**src/rtl/uart_pkg.sv**
```systemverilog
// rtl/uart_pkg.sv - shared UART definitions: parity modes, RX FSM encoding, baud divider helper
package uart_pkg;

    localparam int PAR_NONE = 0;
    localparam int PAR_ODD  = 1;
    localparam int PAR_EVEN = 2;

    typedef enum logic [2:0] {
        ST_IDLE   = 3'd0,
        ST_START  = 3'd1,
        ST_DATA   = 3'd2,
        ST_PARITY = 3'd3,
        ST_STOP   = 3'd4,
        ST_DONE   = 3'd5
    } rx_state_t;

    // Clocks per oversample tick, rounded to nearest.
    function automatic int os_div_calc(input int clock_freq, input int baudrate, input int oversample);
        return (clock_freq + (baudrate * oversample) / 2) / (baudrate * oversample);
    endfunction

endpackage

```
**src/rtl/uart_rx_os_if.sv**
```systemverilog
// rtl/uart_rx_os_if.sv - received-character bundle from the UART receiver to command/FIFO logic
interface uart_rx_os_if #(
    parameter int DATA_BITS = 8
);
    logic [DATA_BITS-1:0] data_out;
    logic                 rx_valid;
    logic                 parity_err;
    logic                 frame_err;
    logic                 break_det;

    modport master (output data_out, rx_valid, parity_err, frame_err, break_det);
    modport slave  (input  data_out, rx_valid, parity_err, frame_err, break_det);
endinterface

```
**src/rtl/uart_baud_tick.sv**
```systemverilog
// rtl/uart_baud_tick.sv - oversample prescaler: one-clock tick every OS_DIV enabled clocks
module uart_baud_tick #(
    parameter int OS_DIV = 15
) (
    input  logic clock,
    input  logic n_reset,
    input  logic clear,
    input  logic enable,
    output logic tick
);
    localparam int W = $clog2(OS_DIV + 1);
    localparam logic [W-1:0] LAST = W'(OS_DIV - 1);

    logic [W-1:0] cnt;

    always_ff @(posedge clock or negedge n_reset) begin
        if (!n_reset) begin
            cnt <= '0;
        end else if (clear) begin
            cnt <= '0;
        end else if (enable) begin
            cnt <= (cnt == LAST) ? '0 : cnt + W'(1);
        end
    end

    assign tick = enable && !clear && (cnt == LAST);
endmodule

```
**src/rtl/uart_rx_os.sv**
```systemverilog
// rtl/uart_rx_os.sv - oversampling UART receiver with 3-sample majority vote,
// configurable frame format and parity/framing/break reporting
module uart_rx_os import uart_pkg::*; #(
    parameter int CLOCK_FREQ = 27000000,
    parameter int BAUDRATE   = 115200,
    parameter int DATA_BITS  = 8,
    parameter int PARITY     = 0,
    parameter int STOP_BITS  = 1,
    parameter int OVERSAMPLE = 16,
    parameter int OS_DIV     = os_div_calc(CLOCK_FREQ, BAUDRATE, OVERSAMPLE)
) (
    input  logic         clock,
    input  logic         n_reset,
    input  logic         rx,
    uart_rx_os_if.master rx_if
);
    localparam int TCW = $clog2(OVERSAMPLE);
    localparam int HCW = $clog2(OS_DIV + 1);
    localparam int BIW = $clog2(DATA_BITS);
    localparam int M   = OVERSAMPLE / 2;
    localparam logic [TCW-1:0] T_S0   = TCW'(M - 1);
    localparam logic [TCW-1:0] T_S1   = TCW'(M);
    localparam logic [TCW-1:0] T_VOTE = TCW'(M + 1);
    localparam logic [TCW-1:0] T_END  = TCW'(OVERSAMPLE - 1);
    localparam logic [BIW-1:0] LAST_BIT = BIW'(DATA_BITS - 1);
    localparam logic [HCW-1:0] ARM_CNT  = HCW'(OS_DIV);

    if (DATA_BITS < 5 || DATA_BITS > 9) begin : g_bad_data_bits
        $error("uart_rx_os: DATA_BITS must be 5..9");
    end
    if (PARITY < 0 || PARITY > 2) begin : g_bad_parity
        $error("uart_rx_os: PARITY must be 0, 1 or 2");
    end
    if (STOP_BITS != 1 && STOP_BITS != 2) begin : g_bad_stop_bits
        $error("uart_rx_os: STOP_BITS must be 1 or 2");
    end
    if (OVERSAMPLE != 8 && OVERSAMPLE != 16) begin : g_bad_oversample
        $error("uart_rx_os: OVERSAMPLE must be 8 or 16");
    end
    if (OS_DIV < 1) begin : g_bad_os_div
        $error("uart_rx_os: OS_DIV must be >= 1");
    end

    rx_state_t            state, next_state;
    logic                 rx_meta, rx_s;
    logic [HCW-1:0]       hi_cnt;
    logic                 armed, start_cond;
    logic                 presc_clear, presc_en, tick;
    logic [TCW-1:0]       tick_cnt;
    logic                 samp0, samp1, vote_bit, vote_now, end_bit;
    logic [DATA_BITS-1:0] shift;
    logic [BIW-1:0]       bit_idx;
    logic                 stop_idx, last_stop, load_out;
    logic                 par_c, frm_c, brk_c, par_bad;

    always_ff @(posedge clock or negedge n_reset) begin
        if (!n_reset) begin
            rx_meta <= 1'b1;
            rx_s    <= 1'b1;
        end else begin
            rx_meta <= rx;
            rx_s    <= rx_meta;
        end
    end

    // Counts consecutive high clocks on rx_s; a start edge is only accepted
    // once the line has idled high for a full tick, so a held break cannot re-trigger.
    always_ff @(posedge clock or negedge n_reset) begin
        if (!n_reset) begin
            hi_cnt <= '0;
        end else if (!rx_s) begin
            hi_cnt <= '0;
        end else if (!armed) begin
            hi_cnt <= hi_cnt + HCW'(1);
        end
    end

    assign armed      = (hi_cnt == ARM_CNT);
    assign start_cond = armed && !rx_s;

    uart_baud_tick #(.OS_DIV(OS_DIV)) u_baud_tick (
        .clock   (clock),
        .n_reset (n_reset),
        .clear   (presc_clear),
        .enable  (presc_en),
        .tick    (tick)
    );

    always_ff @(posedge clock or negedge n_reset) begin
        if (!n_reset) begin
            tick_cnt <= '0;
        end else if (presc_clear) begin
            tick_cnt <= '0;
        end else if (tick) begin
            tick_cnt <= tick_cnt + TCW'(1);
        end
    end

    assign vote_now  = tick && (tick_cnt == T_VOTE);
    assign end_bit   = tick && (tick_cnt == T_END);
    assign vote_bit  = (samp0 & samp1) | (samp0 & rx_s) | (samp1 & rx_s);
    assign last_stop = (STOP_BITS == 1) || stop_idx;
    assign par_bad   = (PARITY == PAR_ODD) ? ~((^shift) ^ vote_bit) : ((^shift) ^ vote_bit);

    always_ff @(posedge clock or negedge n_reset) begin
        if (!n_reset) begin
            state <= ST_IDLE;
        end else begin
            state <= next_state;
        end
    end

    always_comb begin
        next_state = state;
        case (state)
            ST_IDLE: begin
                if (start_cond) next_state = ST_START;
            end
            ST_START: begin
                if (vote_now && vote_bit) next_state = ST_IDLE;
                else if (end_bit)         next_state = ST_DATA;
            end
            ST_DATA: begin
                if (end_bit && bit_idx == LAST_BIT)
                    next_state = (PARITY == PAR_NONE) ? ST_STOP : ST_PARITY;
            end
            ST_PARITY: begin
                if (end_bit) next_state = ST_STOP;
            end
            ST_STOP: begin
                if (vote_now && last_stop) next_state = ST_DONE;
            end
            ST_DONE: begin
                next_state = start_cond ? ST_START : ST_IDLE;
            end
            default: next_state = ST_IDLE;
        endcase
    end

    always_comb begin
        presc_clear = (state == ST_IDLE) || (state == ST_DONE);
        presc_en    = !presc_clear;
        load_out    = (state == ST_STOP) && vote_now && last_stop;
    end

    // Outputs load on the final stop vote so they are valid alongside rx_valid in DONE.
    always_ff @(posedge clock or negedge n_reset) begin
        if (!n_reset) begin
            samp0            <= 1'b1;
            samp1            <= 1'b1;
            shift            <= '0;
            bit_idx          <= '0;
            stop_idx         <= 1'b0;
            par_c            <= 1'b0;
            frm_c            <= 1'b0;
            brk_c            <= 1'b0;
            rx_if.data_out   <= '0;
            rx_if.rx_valid   <= 1'b0;
            rx_if.parity_err <= 1'b0;
            rx_if.frame_err  <= 1'b0;
            rx_if.break_det  <= 1'b0;
        end else begin
            rx_if.rx_valid <= load_out;
            if (tick && tick_cnt == T_S0) samp0 <= rx_s;
            if (tick && tick_cnt == T_S1) samp1 <= rx_s;
            case (state)
                ST_START: begin
                    bit_idx  <= '0;
                    stop_idx <= 1'b0;
                    par_c    <= 1'b0;
                    frm_c    <= 1'b0;
                    brk_c    <= 1'b1;
                end
                ST_DATA: begin
                    if (vote_now) begin
                        shift <= {vote_bit, shift[DATA_BITS-1:1]};
                        if (vote_bit) brk_c <= 1'b0;
                    end
                    if (end_bit && bit_idx != LAST_BIT) bit_idx <= bit_idx + BIW'(1);
                end
                ST_PARITY: begin
                    if (vote_now) begin
                        par_c <= par_bad;
                        if (vote_bit) brk_c <= 1'b0;
                    end
                end
                ST_STOP: begin
                    if (vote_now && !vote_bit) frm_c <= 1'b1;
                    if (vote_now && vote_bit && !stop_idx) brk_c <= 1'b0;
                    if (end_bit) stop_idx <= 1'b1;
                end
                default: ;
            endcase
            if (load_out) begin
                rx_if.data_out   <= shift;
                rx_if.parity_err <= par_c;
                rx_if.frame_err  <= frm_c | ~vote_bit;
                rx_if.break_det  <= brk_c & (stop_idx | ~vote_bit);
            end
        end
    end
endmodule
```
**src/flat_wrapper.sv**
```systemverilog
// flat-port wrapper written by rule: the top's interface ports become plain ports
module uart_rx_os_flat import uart_pkg::*;
#(
    parameter int CLOCK_FREQ = 27000000,
    parameter int BAUDRATE   = 115200,
    parameter int DATA_BITS  = 8,
    parameter int PARITY     = 0,
    parameter int STOP_BITS  = 1,
    parameter int OVERSAMPLE = 16,
    parameter int OS_DIV     = os_div_calc(CLOCK_FREQ, BAUDRATE, OVERSAMPLE)
)
  (clock, n_reset, rx, rx_if_data_out, rx_if_rx_valid, rx_if_parity_err, rx_if_frame_err, rx_if_break_det);
  uart_rx_os_if #(.DATA_BITS(DATA_BITS)) rx_if_i ();
  input  logic clock;
  input  logic n_reset;
  input  logic rx;
  output wire logic [$bits(rx_if_i.data_out)-1:0] rx_if_data_out;
  output wire logic [$bits(rx_if_i.rx_valid)-1:0] rx_if_rx_valid;
  output wire logic [$bits(rx_if_i.parity_err)-1:0] rx_if_parity_err;
  output wire logic [$bits(rx_if_i.frame_err)-1:0] rx_if_frame_err;
  output wire logic [$bits(rx_if_i.break_det)-1:0] rx_if_break_det;
  assign rx_if_data_out = rx_if_i.data_out;
  assign rx_if_rx_valid = rx_if_i.rx_valid;
  assign rx_if_parity_err = rx_if_i.parity_err;
  assign rx_if_frame_err = rx_if_i.frame_err;
  assign rx_if_break_det = rx_if_i.break_det;
  uart_rx_os #(.CLOCK_FREQ(CLOCK_FREQ), .BAUDRATE(BAUDRATE), .DATA_BITS(DATA_BITS), .PARITY(PARITY), .STOP_BITS(STOP_BITS), .OVERSAMPLE(OVERSAMPLE), .OS_DIV(OS_DIV)) u_core (.clock(clock), .n_reset(n_reset), .rx(rx), .rx_if(rx_if_i));
endmodule
```
**config.mk**
```make
export PLATFORM = sky130hd
export DESIGN_NAME = uart_rx_os_flat
export DESIGN_NICKNAME = d
export VERILOG_FILES = /design/src/rtl/uart_pkg.sv /design/src/rtl/uart_rx_os_if.sv /design/src/rtl/uart_baud_tick.sv /design/src/rtl/uart_rx_os.sv /design/src/flat_wrapper.sv
export SDC_FILE = /design/constraint.sdc
export NUM_CORES = 1
export LEC_CHECK = 0
export CAP_MARGIN = 20
export CORE_AREA = 3 3 90 92
export CTS_CLUSTER_SIZE = 14
export DETAILED_ROUTE_END_ITERATION = 16
export DIE_AREA = 0 0 93 95
export GPL_ROUTABILITY_DRIVEN = 1
export HOLD_SLACK_MARGIN = 0.12
export PLACE_DENSITY = 0.52
export SLEW_MARGIN = 15
export SYNTH_ARGS = -nofsm -noshare
export SYNTH_HDL_FRONTEND = slang
export SYNTH_SLANG_ARGS = --single-unit
export TNS_END_PERCENT = 1
```
**constraint.sdc**
```tcl
create_clock -name clock -period 3.6 [get_ports clock]
set_clock_uncertainty 0.05 [all_clocks]
set_input_delay 0.72 -clock clock [delete_from_list [all_inputs] [get_ports clock]]
set_output_delay 0.72 -clock clock [all_outputs]
set_load 0.05 [all_outputs]
```
## After elaboration in Yosys (flattened, before gate mapping)

Cells that the tools add are included.

| cells by class | value |
|---|---|
| add/sub/neg operators | 4 |
| equality and inequality tests | 26 |
| muxes and demuxes | 26 |
| bitwise logic cells | 10 |
| reduce and logical (&&, ||, !) cells | 32 |

Operator list:

| kind | number |
|---|---|
| 4-bit two-way mux | 6 |
| 3-bit two-way mux | 7 |
| 4-bit == test (second input constant) | 5 |
| 2-bit by 1-bit inequality test with 1-bit output (second input constant) | 9 |
| 3-bit case mux with 6 select lines | 1 |
| 4-bit by 1-bit adder with 4-bit output (second input constant) | 3 |
| 1-bit logical AND | 12 |
| 2-bit AND reduction | 5 |
| 3-bit == test (second input constant) | 3 |
| 2-bit nonzero test | 4 |
| 8-bit XOR reduction | 1 |
| 1-bit two-way mux | 7 |
| 3-bit by 2-bit == test with 1-bit output (second input constant) | 2 |
| 2-bit inequality test (second input constant) | 3 |
| 1-bit case mux with 2 select lines | 3 |
| 3-bit case mux with 2 select lines | 1 |
| 5-bit AND reduction | 1 |
| 1-bit AND | 4 |
| 4-bit by 3-bit == test with 1-bit output (second input constant) | 1 |
| 1-bit zero test | 4 |
| 1-bit bitwise OR | 4 |
| 4-bit AND reduction | 1 |
| 3-bit by 1-bit adder with 3-bit output (second input constant) | 1 |
| 3-bit by 1-bit == test with 1-bit output (second input constant) | 1 |
| other kinds (9) | 9 |

| storage, ports and cells | value |
|---|---|
| bits in registers | 46 |
| output and inout port bits | 12 |

## Longest topological paths before layout

Gate-level depths: netlist of run 1.

| logic depth | value |
|---|---|
| word-level depth | 9 |
| depth in mapped cells | 8 |
| mapped depth without buffers | 7 |

## Cells and area by module

Synthesis of run 1 repeated with hierarchy kept, for this count alone.

| unflattened totals | value |
|---|---|
| cell total of the unflattened synthesis | 196 |
| area total of the unflattened synthesis | 2172.1 um^2 |

Modules (own cells, without submodules):

| module | times used | cells an instance | area each (um^2) | seq. area each (um^2) |
|---|---|---|---|---|
| uart_rx_os | 1 | 171 | 1943.1 | 1056.0 |
| uart_baud_tick | 1 | 25 | 229.0 | 100.1 |

## Worst setup path before layout of run 1

Ideal clock, no wire load.

| timing | value |
|---|---|
| path kind | reg2reg |
| from | register u_core.u_baud_tick.cnt[0] |
| to | register u_core.shift[0] |
| library setup time | 0.125 ns |
| arrival | 1.752 ns |
| data required time | 3.425 ns |
| path slack | 1.674 ns |
| cell stages (with the launch flop) | 8 |
| period minus slack after synthesis | 1.926 ns |
| cell sequence | dfrtp_1 inv_1 ha_1 and3_2 buf_6 nand4b_4 nor3b_4 mux2_2 |

| on the way | value |
|---|---|
| longest elaborated chain between the ends | 4 |

Ends and longest elaborated chain:

| what | RTL line | text |
|---|---|---|
| start: declaration | uart_baud_tick.sv:14 | `logic [W-1:0] cnt;` |
| start signal: assignment | uart_baud_tick.sv:22 | `cnt <= (cnt == LAST) ? '0 : cnt + W'(1);` |
| 4-bit == test | uart_baud_tick.sv:26 | `assign tick = enable && !clear && (cnt == LAST);` |
| 1-bit logical AND | uart_baud_tick.sv:26 |  |
| 1-bit logical AND | uart_rx_os.sv:99 | `assign vote_now = tick && (tick_cnt == T_VOTE);` |
| 2-bit AND reduction (no source line) | -- |  |
| end signal: assignment | uart_rx_os.sv:176 | `shift <= {vote_bit, shift[DATA_BITS-1:1]};` |
| end: declaration | uart_rx_os.sv:51 | `logic [DATA_BITS-1:0] shift;` |

No other way between the ends.
A chain may end at the register's enable or synchronous reset.

## Final worst setup path of run 1

| timing | value |
|---|---|
| from | register u_core.u_baud_tick.cnt[0] |
| to | register u_core.rx_if.data_out[0] |

| on the way | value |
|---|---|
| longest elaborated chain between the ends | 4 |

Ends and longest elaborated chain:

| what | RTL line | text |
|---|---|---|
| 4-bit == test | uart_baud_tick.sv:26 |  |
| 1-bit logical AND | uart_baud_tick.sv:26 |  |
| 1-bit logical AND | uart_rx_os.sv:99 |  |
| 1-bit logical AND | uart_rx_os.sv:143 | `load_out = (state == ST_STOP) && vote_now && last_stop;` |
| end signal: assignment | uart_rx_os.sv:195 | `rx_if.data_out <= shift;` |
| end: declaration | uart_rx_os_if.sv:11 | `modport master (output data_out, rx_valid, parity_err, frame_err, break_det);` |

No other way between the ends.

==> results_dict.tcl, run 1 <==
set metrics [dict create \
    status "completed" \
    synth_compound_gate_area_share_pct 8.31 \
    holdPathEnd "u_core.rx_s" \
    r2r_cells 6 \
    dp_hpwl_um 2490 \
    fin_hold_ws_ps 308 \
    synth_xor_area_share_pct 5.18 \
    synth_area_leaders "dfrtp_1 48%, mux2_2 9.2%, dfstp_2 4.8%, ha_1 4.6%, xnor2_1 3.6%" \
    drive_gt1_share_pct 20.6 \
    cts_hold_buf 0 \
    fp.dieH_um 95 \
    drv_cap 0 \
    muxShareOfSynthArea_pct 10.6 \
    grt_overflow 0 \
    htreeDepth 2 \
    avgSynthCellArea_um2 12.0 \
    final_cell_mix "42 x dfrtp_1, 18 x mux2_2, 13 x nor2_1, 13 x clkdlybuf4s50_1, 12 x nand2_1" \
    final_max_slew_viol_count 0 \
    cts_tree "built" \
    rsz0062_at_grt "false" \
    vias 1327 \
    cts.repair.resized 0 \
    globalplace.congestion 0.709 \
    cts-root-buf "clkbuf_8" \
    grt_max_degree 47 \
    min_period_ps 2310 \
    fmax_ghz 0.433 \
    criticalPathCategory "reg -> reg" \
    core_um2 7290 \
    worstPathRequired_ps 3740 \
    finalPower_uw 871 \
    drcViolationCount 0 \
    syn_inst 183 \
    synth_edf_count 0 \
    relSlewSlack_pct 55.0 \
    firstDrtPassIters 4 \
    synthAdderAreaFrac_pct 5.01 \
    hold_path.class "reg -> reg" \
    clk_latency_ps 300 \
    yosysUniqueCellTypes 44 \
    cts_max_path_buffers 2 \
    post-route-period-util_pct 64.1 \
    avgRoutedWirePerCell_um 12.0 \
    cts-buffers-inserted 5 \
    io_buffers 14 \
    worstPathArrival_ps 2450 \
    pwr_density_cell_nw_per_um2 349 \
    start_util_pct 30.1 \
    end_kind "flop" \
    ant_nets 0 \
    drt_iter0_markers 53 \
    cts.sinks 46 \
    crit_fanout 15 \
    cp-start-kind "flop" \
    setup-tns-final_ps 0 \
    antennaDiodeCount 0 \
    synth_seq_area_share_pct 52.6 \
    yosysTopAreaCellShare_pct 47.8 \
    p_leak_nw 1.09 \
    synthSimpleGateAreaFrac_pct 14.2 \
    clk_pin_slew_ps 80 \
    grt_pass1_vias 1288 \
    synth_nets 194 \
    viasPerCell 4.45 \
    regToRegEndpoint "u_core.rx_if.data_out[0]" \
    dieArea_um2 8840 \
    synth_top_family_by_area "simple AND/OR/NAND/NOR gates" \
    min_from "u_core.rx_meta" \
    area_growth_pct 13.7 \
    die_x_um 93 \
    pin_count 15 \
    worst_pin_slew_ps 674 \
    synth_area_um2 2200 \
    drt-total-wl_um 3580 \
    layout_commonest_cell "dfrtp_1" \
    reg2reg_from "u_core.u_baud_tick.cnt[0]" \
    grt_pass1_wl_um 6400 \
    ys.warnings.count 0 \
    antenna_found_initial 0 \
    synth_ff_type "dfrtp_1" \
    ys_ff_latch 46 \
    post-cts-setup-buffers 0 \
    synthArstFlopShare_pct 100 \
    nets 209 \
    peakVddDrop_uv 118 \
    setup_viol 0 \
    yosysTopAreaCell "dfrtp_1" \
    gr-usage-all-layers_pct 9.31 \
    whs_path_depth 0 \
    finalHoldViolCount 0 \
    rrSetupSlack_ps 1290 \
    rows 31 \
]
synth_stat cells, drive strengths merged, types with 3 or more instances:
master / n
o21ai: 9
xor2: 4
mux2: 19
ha: 8
nand2: 12
nor2b: 3
nor3: 4
dfrtp: 42
buf: 6
nand3: 5
nor2: 14
xnor2: 9
inv: 10
a21oi: 4
dfstp: 4
power breakdown:
part           switching, mW  internal (mW)  total, mW
Clock                  0.173          0.155      0.329
Combinational         0.0130        0.00487     0.0178
Sequential           0.00360          0.521      0.525
layout make-up:
| cell class | instances | area, um^2 |
|---|---|---|
| clock inverters | 1 | 5.00 |
| repair buffers | 14 | 138 |
| multi-input cells | 121 | 953 |
| flip-flops and latches | 46 | 1160 |
| inverters | 10 | 37.5 |
| clock buffers | 7 | 86.3 |
| fillers | 777 | 4790 |
| well taps | 99 | 124 |
per-stage QoR:
step / setup slack (ps) / utilization (%) / std cells / area (um^2)
detailed placement: 1270 / 33.0 / 290 / 2410
finish: 1290 / 34.3 / 298 / 2500
CTS: 1260 / 34.2 / 298 / 2500
floorplan: 1670 / - / 183 / 2200
global placement: 1290 / 33.0 / 290 / 2410
global route: 1130 / 34.3 / 298 / 2500
worst max-delay path, cell delays in order, from the launching register on:
cell and delay [ps]:
dfrtp_1 410, inv_1 70, ha_1 130, and3_2 340, nand3_1 200, nor2_2 590, mux2_2 410
how the worst max path moves through the flow:
stage / startpoint / end / slack (ps) / depth (start not counted)
6_report: u_core.u_baud_tick.cnt[0] / u_core.rx_if.data_out[0] / 1290 / 6
5_1_grt: u_core.u_baud_tick.cnt[0] / u_core.rx_if.data_out[7] / 1130 / 6
4_1_cts: u_core.u_baud_tick.cnt[0] / u_core.rx_if.data_out[2] / 1260 / 6
3_5_place_dp: u_core.u_baud_tick.cnt[0] / u_core.rx_if.data_out[2] / 1270 / 6
3_3_place_gp: u_core.u_baud_tick.cnt[0] / u_core.rx_if.data_out[2] / 1290 / 6
2_1_floorplan: u_core.u_baud_tick.cnt[0] / u_core.shift[0] / 1670 / 7
layer usage:
| metal | track usage [%] | up-vias | wire length (um) |
|---|---|---|---|
| li1 | - | 670 | - |
| met1 | 13.2 | 638 | 1870 |
| met2 | 12.9 | 12 | 1520 |
| met3 | 2.79 | 7 | 113 |
| met4 | 4.40 | 0 | 73 |
| met5 | 0 | - | 0 |
sequential cells by signal, summed over array words and instances, names as in the netlist:
name	count
u_core.rx_if.data_out	8
u_core.shift	8
u_core.hi_cnt	4
u_core.tick_cnt	4
u_core.u_baud_tick.cnt	4
u_core.bit_idx	3
u_core.state	3
u_core.brk_c	1
u_core.frm_c	1
u_core.par_c	1
u_core.rx_if.break_det	1
u_core.rx_if.frame_err	1
u_core.rx_if.parity_err	1
u_core.rx_if.rx_valid	1
u_core.rx_meta	1
u_core.rx_s	1
u_core.samp0	1
u_core.samp1	1
u_core.stop_idx	1
kinds of logic (layout without fill, tap and decap cells):
family                     after synthesis  count (layout)
xor gates and xnor gates                13              13
DFF                                     46              46
muxes                                   21              21
AOI/OAI and AO/OA                       26              26
buffers and inverters                   16              32
adders and majority gates                9               9
and+or+nand+nor                         52              52
No activity file was read; power rests on OpenSTA's default activity.
==> inputs of run 2 (changes only) <==
==> constraint.sdc (replaced) <==
create_clock -name clock -period 2.3 [get_ports clock]
set_clock_uncertainty 0.05 [all_clocks]
set_input_delay 0.46 -clock clock [delete_from_list [all_inputs] [get_ports clock]]
set_output_delay 0.46 -clock clock [all_outputs]
set_load 0.05 [all_outputs]
==> run 2 against run 1 <==
- flip-flop and latch count is the same
- sequential power grew 57%
- register-to-register slack lost 1100 ps
- non-clock buffer count grew 4
- routed wire length is essentially flat
- clock power grew 77%
- maximum frequency grew 7.8%
- sequential share of layout area shrank 0.77 points
- power grew 64%
==> results_dict.tcl, run 2 (synthesized netlist as in run 1, its figures left out) <==
set metrics [dict create \
    nets 213 \
    antenna_found_initial 0 \
    p_seq_share_pct 57.4 \
    path_cells "inv_1 > ha_1 > and3_2 > nand4b_4 > nor3b_4 > mux2_2" \
    fin_area_um2 2540 \
    p_leak_nw 1.11 \
    drt-total-wl_um 3580 \
    criticalPathCategory "reg -> reg" \
    drcViolationCount 0 \
    gr-usage-all-layers_pct 9.04 \
    cts_tree "built" \
    pin_count 15 \
    clk_latency_ps 290 \
    min_period_ps 2140 \
    io_buffers 14 \
    setup_viol 0 \
    slowest_stage "nor3b_4" \
    worstPathRequired_ps 2430 \
    drive_gt1_share_pct 21.7 \
    peakVddDrop_uv 218 \
    dp_hpwl_um 2490 \
    fin_hold_ws_ps 193 \
    layout_commonest_cell "dfrtp_1" \
    start_util_pct 30.1 \
    post-route-period-util_pct 93.1 \
    grt_max_degree 47 \
    setup-tns-final_ps 0 \
    cp-start-kind "flop" \
    largestRegisters "u_core.rx_if.data_out (8), u_core.shift (8)" \
    rows 31 \
    crit_fanout 11 \
    dieArea_um2 8840 \
    cts-root-buf "clkbuf_8" \
    final_cell_mix "42 x dfrtp_1, 18 x mux2_2, 13 x nor2_1, 13 x clkdlybuf4s50_1, 12 x nand2_1" \
    avgRoutedWirePerCell_um 11.9 \
    htreeDepth 2 \
    grt_pass1_vias 1260 \
    die_x_um 93 \
    r2r_cells 6 \
    worstPathArrival_ps 2270 \
    grt_overflow 0 \
    max_stage_delay_ps 460 \
    final_max_slew_viol_count 0 \
    viasPerCell 4.43 \
    globalplace.congestion 0.755 \
    core_um2 7290 \
    cts.repair.resized 0 \
    relSlewSlack_pct 61.6 \
    rrSetupSlack_ps 160 \
    regToRegEndpoint "u_core.shift[0]" \
    hold_path.class "in -> async" \
    reg2reg_from "u_core.u_baud_tick.cnt[0]" \
    grt_pass1_wl_um 6270 \
    rsz0062_at_grt "false" \
    ant_nets 0 \
    sw_frac_of_total_pct 19.7 \
    power_frac_clock_pct 40.6 \
    pwr_density_cell_nw_per_um2 563 \
    drv_cap 0 \
    status "completed" \
    fp.dieH_um 95 \
    cts_hold_buf 0 \
    drt_iter0_markers 61 \
    internal-power_mw 1.15 \
    end_kind "flop" \
    area_growth_pct 15.7 \
    combPwrFrac_pct 2.0 \
    worst_pin_slew_ps 576 \
    fmax_ghz 0.467 \
    cts_max_path_buffers 2 \
    post-cts-setup-buffers 0 \
    placed_area_um2 2440 \
    clk_pin_slew_ps 80 \
    cts-buffers-inserted 5 \
    power_switching_uw 282 \
    vias 1337 \
    finalHoldViolCount 0 \
    cts.sinks 46 \
    antennaDiodeCount 0 \
    firstDrtPassIters 4 \
]
run 2: layout make-up:
class / count / area, um^2
Clock buffer: 7 / 76.3
Clock inverter: 1 / 30.0
Fill cell: 740 / 4750
Inverter: 10 / 37.5
Multi-Input combinational cell: 121 / 953
Sequential cell: 46 / 1160
Tap cell: 99 / 124
Timing Repair Buffer: 18 / 165
run 2: critical path, delay by kind of cell, from the launching register on:
family,cells,cell delay (ps)
mux,1,390
fa+ha+maj,1,130
buf+inv,1,70
simple gates,3,970
flops,1,410
run 2: power groups by stage:
stage	combinational [mW]	clock [mW]	sequential [mW]
floorplan	0.00904	0	0.837
global placement	0.0305	0	0.838
detailed placement	0.0309	0	0.838
CTS	0.0311	0.616	0.822
global route	0.0344	0.641	0.823
finish	0.0288	0.581	0.822
run 2: how the worst max path moves through the flow:
| stage | start | endpoint | cells after the start |
|---|---|---|---|
| final | u_core.u_baud_tick.cnt[0] | u_core.shift[0] | 6 |
| after global routing | u_core.u_baud_tick.cnt[0] | u_core.shift[0] | 6 |
| after CTS | u_core.u_baud_tick.cnt[0] | u_core.shift[0] | 6 |
| after detailed placement | u_core.u_baud_tick.cnt[0] | u_core.shift[0] | 6 |
| after global placement | u_core.u_baud_tick.cnt[0] | u_core.shift[6] | 6 |
| after floorplan | u_core.u_baud_tick.cnt[0] | u_core.shift[0] | 7 |
run 2: through the flow:
| stage | util, % | power (mW) | std cells | worst slack (ps) |
|---|---|---|---|---|
| floorplan | - | 0.846 | 183 | 374 |
| global placement | 33.4 | 0.868 | 294 | 214 |
| detailed placement | 33.4 | 0.869 | 294 | 162 |
| CTS | 34.9 | 1.47 | 302 | 145 |
| global route | 34.9 | 1.50 | 302 | 34.6 |
| finish | 34.9 | 1.43 | 302 | 160 |
run 2: metal layers:
layer | vias to the layer above | part of all wire, % | GRT usage [%]
met5 | - | 0 | 0
met4 | 0 | 0.98 | 4.40
met3 | 2 | 2.2 | 2.39
met2 | 15 | 44 | 12.4
met1 | 644 | 53 | 13.0
li1 | 676 | - | -
==> inputs of run 3 (changes only) <==
--- a/config.mk
+++ b/config.mk
@@ -6,13 +6,16 @@
 export NUM_CORES = 1
 export LEC_CHECK = 0
 export CAP_MARGIN = 20
+export CELL_PAD_IN_SITES_DETAIL_PLACEMENT = 1
+export CELL_PAD_IN_SITES_GLOBAL_PLACEMENT = 1
 export CORE_AREA = 3 3 90 92
 export CTS_CLUSTER_SIZE = 14
 export DETAILED_ROUTE_END_ITERATION = 16
 export DIE_AREA = 0 0 93 95
+export DONT_BUFFER_PORTS = 1
 export GPL_ROUTABILITY_DRIVEN = 1
 export HOLD_SLACK_MARGIN = 0.12
-export PLACE_DENSITY = 0.52
+export PLACE_DENSITY = 0.56
 export SLEW_MARGIN = 15
 export SYNTH_ARGS = -nofsm -noshare
 export SYNTH_HDL_FRONTEND = slang
==> run 3 against run 2 <==
- cell area fell by 2.4%
- largest cell class unchanged
- final cell count fell by 2.6%
- register-to-register slack barely moved
- largest power group unchanged
==> results_dict.tcl, run 3 (synthesized netlist as in run 1, its figures left out) <==
set metrics [dict create \
    area_growth_pct 12.9 \
    regArea_um2 1160 \
    fmax_ghz 0.467 \
    dp_hpwl_um 2840 \
    layout_commonest_cell "dfrtp_1" \
    worstPathRequired_ps 2430 \
    drive_gt1_share_pct 24.6 \
    grt_pass1_wl_um 7080 \
    core_um2 7290 \
    grt_pass1_vias 1449 \
    rows 31 \
    cts_tree "built" \
    dp_slack_ps 176 \
    cp-start-kind "flop" \
    final_core_util_pct 34.0 \
    viasPerCell 4.59 \
    ant_nets 0 \
    rsz0062_at_grt "false" \
    gr-usage-all-layers_pct 10.0 \
    drcViolationCount 0 \
    pin_count 15 \
    final_cell_mix "42 x dfrtp_1, 18 x mux2_2, 13 x nor2_1" \
    path_buf_inv 1 \
    avgRoutedWirePerCell_um 13.4 \
    drv_cap 0 \
    cts_max_path_buffers 2 \
    multi_input_area_um2 953 \
    start_util_pct 30.1 \
    cts.sinks 46 \
    crit_fanout 11 \
    clk_pin_slew_ps 90 \
    largestRegisters "u_core.rx_if.data_out (8), u_core.shift (8)" \
    pwr_density_cell_nw_per_um2 584 \
    fillers 844 \
    dieArea_um2 8840 \
    finalHoldViolCount 0 \
    cts-root-buf "clkbuf_8" \
    worst_slack_ps 160 \
    nets 205 \
    grt_overflow 0 \
    setup-tns-final_ps 0 \
    min_period_ps 2140 \
    drt-total-wl_um 3940 \
    cts-buffers-inserted 5 \
    io_buffers 0 \
    worstPathArrival_ps 2270 \
    htreeDepth 2 \
    path_cells "inv_1 > ha_1 > and3_2 > nand4b_4 > nor3b_4 > mux2_2" \
    dpl.cell_count 283 \
    fin_area_um2 2480 \
    relSlewSlack_pct 68.3 \
    globalplace.congestion 0.681 \
    cpLargestDelayFamily "simple AND/OR/NAND/NOR gates" \
    placed_area_um2 2320 \
    clk_latency_ps 290 \
    drt_iter0_markers 52 \
    finalPower_mw 1.45 \
    firstDrtPassIters 4 \
    grt_max_degree 47 \
    end_kind "flop" \
    hold_path.class "reg -> reg" \
    final_max_slew_viol_count 0 \
    status "completed" \
    criticalPathCategory "reg -> reg" \
    worst_pin_slew_ps 475 \
    fin_hold_ws_ps 311 \
    fp.dieH_um 95 \
    max_stage_delay_ps 470 \
    setup_viol 0 \
    antennaDiodeCount 0 \
    p_leak_nw 1.10 \
    peakVddDrop_uv 377 \
    layout.cells.non_filler 294 \
    slowest_stage "nor3b_4" \
    die_x_um 93 \
    vias 1349 \
    post-route-period-util_pct 93.0 \
    antenna_found_initial 0 \
]
run 3: cell count changes in the layout (fill, tap and decap cells not counted):
cell             before  now
dlygate4sd3_1         0    2
buf_4                 4    7
buf_16                0    1
clkdlybuf4s50_1      13    0
clkbuf_1              2    1
clkinvlp_4            0    1
buf_2                 1    0
run 3: area by class of cell:
type	count	share of cell area (%)
flip-flops and latches	46	46.6
multi-input cells	121	38.4
well taps	99	4.99
repair buffers	10	4.03
clock buffers	6	2.92
clock inverters	2	1.51
inverters	10	1.51
run 3: per-layer routing:
layer | track usage, % | vias up | routed length, um
li1 | - | 658 | -
met1 | 13.8 | 674 | 1980
met2 | 15.9 | 13 | 1810
met3 | 2.39 | 4 | 105
met4 | 2.56 | 0 | 34
met5 | 0 | - | 0
run 3: where the power goes:
group	total, mW	leakage [nW]	internal (mW)	switching [mW]
sequential	0.822	0.626	0.816	0.00590
combinational	0.0345	0.421	0.0124	0.0221
clock	0.593	0.0514	0.324	0.268
run 3: path summary, 6_finish.rpt:
check	startpoint	end	slack (ps)	cells after the start
max	u_core.u_baud_tick.cnt[0]	u_core.shift[1]	160	6
min in group asynchronous	n_reset	u_core.rx_if.rx_valid	610	2
min reg2reg	u_core.rx_meta	u_core.rx_s	310	0
max in group asynchronous	n_reset	u_core.rx_meta	1310	2
max reg2reg	u_core.u_baud_tick.cnt[0]	u_core.shift[1]	160	6
min	u_core.rx_meta	u_core.rx_s	310	0
run 3: timing repair:
| action | in CTS | in global routing |
|---|---|---|
| hold buffers | 3 | 0 |
| endpoints found under the hold margin | 47 | 0 |
| resized for setup | 0 | 0 |
| buffers inserted | 0 | 0 |
